===== config.mk =====
export PLATFORM = sky130hd
export DESIGN_NAME = sa_skew_feeder
export DESIGN_NICKNAME = d
export VERILOG_FILES = /design/src/rtl/sa_skew_feeder.sv
export SDC_FILE = /design/constraint.sdc
export NUM_CORES = 1
export LEC_CHECK = 0
export BUFFER_PORTS_ARGS = -buffer_cell sky130_fd_sc_hd__buf_4
export CORE_MARGIN = 8
export CORE_UTILIZATION = 55
export CTS_BUF_LIST = sky130_fd_sc_hd__clkbuf_8
export DETAILED_ROUTE_END_ITERATION = 16
export PLACE_DENSITY = 0.73
export SETUP_SLACK_MARGIN = 0.05
export SYNTH_ARGS = -nofsm -noshare
export SYNTH_HDL_FRONTEND = slang
export SYNTH_SLANG_ARGS = --single-unit

===== constraint.sdc =====
create_clock -name clk -period 27.2 [get_ports clk]
set_clock_uncertainty 0.15 [all_clocks]
set_input_delay 1.36 -clock clk [delete_from_list [all_inputs] [get_ports clk]]
set_output_delay 1.36 -clock clk [all_outputs]
set_load 0.01 [all_outputs]

===== src/rtl/sa_skew_feeder.sv =====
// Operand feeder for an NxN 8-bit systolic array: buffers A rows / B columns, then
// streams them diagonally skewed. Define SA_FEEDER_PERF_EN to add the perf_cnt output.
module sa_skew_feeder #(
  parameter int N         = 8,
  parameter int DRAIN_CYC = 16
) (
  input  logic           clk,
  input  logic           rst,
  input  logic           ld_valid,
  output logic           ld_ready,
  input  logic [N*8-1:0] ld_a_row,
  input  logic [N*8-1:0] ld_b_col,
  output logic [N*8-1:0] a_out,
  output logic [N*8-1:0] b_out,
  output logic           sa_clr,
  output logic           busy,
`ifdef SA_FEEDER_PERF_EN
  output logic [31:0]    perf_cnt,
`endif
  output logic           done
);

  localparam int KW = (N > 1) ? $clog2(N) : 1;
  localparam int TW = $clog2(2 * N);
  localparam int DW = (DRAIN_CYC > 1) ? $clog2(DRAIN_CYC) : 1;

  typedef enum logic [2:0] {
    S_LOAD,
    S_CLEAR,
    S_STREAM,
    S_DRAIN,
    S_DONE
  } state_t;

  state_t          state, state_nxt;
  logic [KW-1:0]   k, k_nxt;
  logic [TW-1:0]   t, t_nxt;
  logic [DW-1:0]   drn, drn_nxt;
  logic            ld_ready_nxt, sa_clr_nxt, done_nxt, stream_en;
  logic [N*8-1:0]  a_nxt, b_nxt;
  logic            accept;
  int              d;

  logic [7:0] abuf [N][N];
  logic [7:0] bbuf [N][N];

  assign accept = (state == S_LOAD) && ld_valid && ld_ready;

  // NOTE: every signal assigned in an always_comb gets a default first so no latch is inferred.
  always_comb begin
    state_nxt    = state;
    k_nxt        = k;
    t_nxt        = t;
    drn_nxt      = drn;
    ld_ready_nxt = 1'b0;
    sa_clr_nxt   = 1'b0;
    done_nxt     = 1'b0;
    stream_en    = 1'b0;
    unique case (state)
      S_LOAD: begin
        ld_ready_nxt = 1'b1;
        if (accept) begin
          k_nxt = k + 1'b1;
          if (k == KW'(N - 1)) begin
            state_nxt    = S_CLEAR;
            k_nxt        = '0;
            ld_ready_nxt = 1'b0;
            sa_clr_nxt   = 1'b1;
          end
        end
      end
      S_CLEAR: begin
        state_nxt = S_STREAM;
        t_nxt     = '0;
        stream_en = 1'b1;
      end
      S_STREAM: begin
        if (t == TW'(2 * N - 2)) begin
          state_nxt = S_DRAIN;
          drn_nxt   = '0;
        end else begin
          t_nxt     = t + 1'b1;
          stream_en = 1'b1;
        end
      end
      S_DRAIN: begin
        if (drn == DW'(DRAIN_CYC - 1)) begin
          state_nxt = S_DONE;
          done_nxt  = 1'b1;
        end else begin
          drn_nxt = drn + 1'b1;
        end
      end
      S_DONE: begin
        state_nxt    = S_LOAD;
        k_nxt        = '0;
        ld_ready_nxt = 1'b1;
      end
      default: state_nxt = S_LOAD;
    endcase
  end

  // Skewed operands for stream step t_nxt: lane i carries element (t - i) of its row/column.
  always_comb begin
    a_nxt = '0;
    b_nxt = '0;
    d     = 0;
    if (stream_en) begin
      for (int i = 0; i < N; i++) begin
        d = int'(t_nxt) - i;
        if (d >= 0 && d < N) begin
          a_nxt[8*i +: 8] = abuf[i][d[KW-1:0]];
          b_nxt[8*i +: 8] = bbuf[d[KW-1:0]][i];
        end
      end
    end
  end

  // NOTE: state is updated with non-blocking assignments so every register samples pre-edge values.
  always_ff @(posedge clk) begin
    if (!rst) begin
      state    <= S_LOAD;
      k        <= '0;
      t        <= '0;
      drn      <= '0;
      ld_ready <= 1'b0;
      a_out    <= '0;
      b_out    <= '0;
      sa_clr   <= 1'b1;
      busy     <= 1'b0;
      done     <= 1'b0;
    end else begin
      state    <= state_nxt;
      k        <= k_nxt;
      t        <= t_nxt;
      drn      <= drn_nxt;
      ld_ready <= ld_ready_nxt;
      a_out    <= a_nxt;
      b_out    <= b_nxt;
      sa_clr   <= sa_clr_nxt;
      busy     <= (state_nxt != S_LOAD);
      done     <= done_nxt;
    end
  end

  // NOTE: the operand banks have no reset; a full load rewrites every byte before it is streamed.
  always_ff @(posedge clk) begin
    if (accept) begin
      for (int m = 0; m < N; m++) begin
        abuf[k][m] <= ld_a_row[8*m +: 8];
        bbuf[m][k] <= ld_b_col[8*m +: 8];
      end
    end
  end

`ifdef SA_FEEDER_PERF_EN
  always_ff @(posedge clk) begin
    if (!rst) begin
      perf_cnt <= '0;
    end else if (done_nxt) begin
      perf_cnt <= perf_cnt + 32'd1;
    end
  end
`endif

endmodule


==> flow_summary.ini <==
[routing]
drtPass1Iterations = 6
vias = 26800
drtIter0Drc = 3155
wl_mm = 113
wl_per_cell_um = 25.3
antenna_left = 0
drc = 0
vias_per_cell = 6.01

[worst_setup_path]
slowest_delay_ns = 1.03
r2r_end = b_out[29]$_SDFF_PN0_
cp.required_ns = 27.73
worstPathArrival_ns = 7.51
rr_worst_depth = 13
rrSetupSlack_ns = 20.23
slowest_stage = xnor2_2
reg2reg_from = t[0]$_SDFF_PN0_
worstPathMaxFanout = 171
path_class = flip-flop to flip-flop
critPathLaunchType = flip-flop
crit_path_end_kind = flip-flop
cp_cell_sequence = inv_1, ha_1, nand3_1, a21oi_4, a21oi_4, buf_12, inv_6, ha_4, buf_4, xnor2_2, buf_4, a2111oi_0, o31a_1

[placement]
gp_congestion = 0.822
dp_hpwl_mm = 66.7
numPortBuffers = 262

[clock_tree]
cts_hold_buf = 0
cts_tree = built
cts_root_buffer = clkbuf_8
insertion_delay_ns = 0.82
numCtsBuffers = 178
clk_pin_slew_worst_paths_ns = 0.07
htreeDepth = 4
cts_buffer_depth = 3
cts.sink_count = 1170
ctsResizeCount = 0
post_cts_buffers = 0

[timing]
hold_viol_final = 0
setup_violations = 0
setup_tns_ns = 0
rsz0062_at_grt = false
final_max_slew_viol_count = 0
worst_slew_pin_slew_ns = 1.30
max-slew-margin-rel_pct = 13.3
max_clock_freq_ghz = 0.143
min_period_over_period_pct = 25.6
min_period_ns = 6.97

[synthesis]
synthMuxAreaShare_pct = 8.96
ys_seq_area_share_pct = 75.6
synthArstFlopShare_pct = 0
yosys.area.top_type = edfxtp_1
synth_compound_gate_area_share_pct = 4.03
synth_warnings = 0
synthCells = 2944
ys_top_cells_by_area = edfxtp_1 (69%), dfxtp_1 (6.6%), nand2_1 (5.2%), mux2i_1 (4.6%), mux4_2 (3.5%)
netlist_area_mm2 = 0.0445
yosys.area_share.adder_pct = 0.225
synth-seq-cells = 1170
avgSynthCellArea_um2 = 15.1
synthXorXnorAreaFrac_pct = 0.0983
synth_top_family_by_area = simple AND/OR/NAND/NOR gates
synth_flop_cell = edfxtp_1
synth_edf_count = 1024
yosysUniqueCellTypes = 50
synth_top_area_share_pct = 69.1
synthSimpleGateAreaFrac_pct = 9.33
synth_nets = 3083

[global_routing]
antenna_found_initial = 1
grtUsageTotal_pct = 24.4
grt.overflow.total = 0
grt_pass1_wl_mm = 166
grt_max_degree = 172
grt_pass1_vias = 26900

[pwr]
p_per_area_mw_per_mm2 = 67.8
total_power_mw = 3.47
vdd_drop_max_v = 0.0000392
power_leakage_nw = 18.3

[die]
core_mm2 = 0.0803
io_pins = 263
initial_core_util_pct = 55.5
rows = 104
fp.dieW_um = 301
die_area_mm2 = 0.0903
die_h_um = 301

[worst_hold_path]
hold_depth = 2
holdCritStartpoint = drn[1]$_SDFFE_PN0P_
hp-class = flip-flop to flip-flop
hold_end = drn[1]$_SDFFE_PN0P_

[job]
max_cap_viol_count = 0

[finish]
multi_input_area_mm2 = 0.0103
nNetsFinal = 3392
seq_area_mm2 = 0.0337
nFillCells = 5571
drive_above_1_share_pct = 20.2
syn_to_final_growth_pct = 15.1

[status]
status = finished clean
metrics by stage:
stage          utilization, %  area [µm²]  cells  setup slack (ns)  hold slack (ns)
6_report                 63.8       51200   4468             20.23            0.399
4_1_cts                  63.8       51200   4467             20.47            0.393
3_5_place_dp             59.3       47600   4133             20.48            0.386
5_1_grt                  63.8       51200   4468             19.97            0.394
2_1_floorplan               -       44500   2944             12.20            0.311
3_3_place_gp             59.3       47600   4133             20.78            0.319
synthesized netlist by cell type (3+ instances only):
cell type,number
mux2_2,32
o2111ai_1,31
mux4_2,70
buf_2,49
buf_4,9
nor4_1,17
dfxtp_1,146
edfxtp_1,1024
a21oi_1,170
and3_1,3
buf_1,15
a2111oi_0,31
nand2_1,613
mux2i_1,205
o21ai_1,4
inv_1,4
o22ai_1,16
nor3_1,22
a31oi_1,3
xnor2_1,3
o21ai_0,3
nor2_1,87
nand3_1,230
nand2b_1,3
ha_1,8
clkbuf_1,103
o31a_1,15
per-layer routing:
layer  wire length, µm  GRT usage [%]  up-vias
li1                  -              -    11700
met4              2980           8.17        0
met1             44800           33.4    13500
met5                 0              0        -
met3             10700           4.74      210
met2             54300           39.5     1448
final cells by class:
cell class | count | share of cell area, %
diodes | 1 | 0.00488
clock buffers | 200 | 5.37
clock inverters | 134 | 1.70
inverters | 6 | 0.0537
multi-input cells | 1592 | 20.1
flip-flops and latches | 1170 | 65.7
well taps | 1060 | 2.59
repair buffers | 305 | 4.49
worst max path at each step:
stage                          from              endpoint  slack (ns)
CTS                 t[0]$_SDFF_PN0_  b_out[25]$_SDFF_PN0_       20.47
detailed placement  t[0]$_SDFF_PN0_  b_out[25]$_SDFF_PN0_       20.48
global placement    t[0]$_SDFF_PN0_  a_out[31]$_SDFF_PN0_       20.78
global route        t[0]$_SDFF_PN0_  b_out[30]$_SDFF_PN0_       19.97
floorplan                  ld_valid  abuf[0][0]$_DFFE_PP_       12.20
finish              t[0]$_SDFF_PN0_  b_out[29]$_SDFF_PN0_       20.23
power by group:
group	internal [mW]	switching, mW	total [mW]
clock network	0.766	0.676	1.44
logic	0.0168	0.0460	0.0628
registers	1.97	0.00369	1.97
cells by family (layout without fill, tap and decap cells):
kind of cell	Yosys count	in the layout
simple gates	988	988
mux	307	307
fa+ha+maj	8	8
other cells	0	1
xor+xnor	5	5
flops	1170	1170
compound gates	284	284
buf+inv	182	645
critical path: cells and delay by family (launching register included):
kind / cells / cell delay [ns]
buf+inv: 5 / 2.34
xor+xnor: 1 / 1.03
flops: 1 / 0.99
fa+ha+maj: 2 / 0.91
compound gates: 4 / 0.77
simple gates: 1 / 0.24
layout by cell type, fill, tap and decap left out, types with 5 or more instances in the layout:
cell	count
clkinv_2	21
inv_1	60
o22ai_1	16
clkinv_1	33
nor4_1	16
nor3_1	18
mux2i_1	205
bufinv_16	9
buf_4	304
mux2_2	32
a21oi_1	168
nand3_1	230
a2111oi_0	31
edfxtp_1	1024
clkbuf_8	200
o31a_1	15
nor2_1	84
ha_1	7
nand2_1	610
dfxtp_1	145
mux4_2	70
o2111ai_1	31
clkinvlp_4	5
state kept, by name, summed over array words and instances (netlist names):
name,flops
a_out,64
abuf,512
b_out,64
bbuf,512
busy,1
done,1
drn,4
k,3
ld_ready,1
sa_clr,1
state,3
t,4
Note: power is estimated with default switching activity, not from simulation.
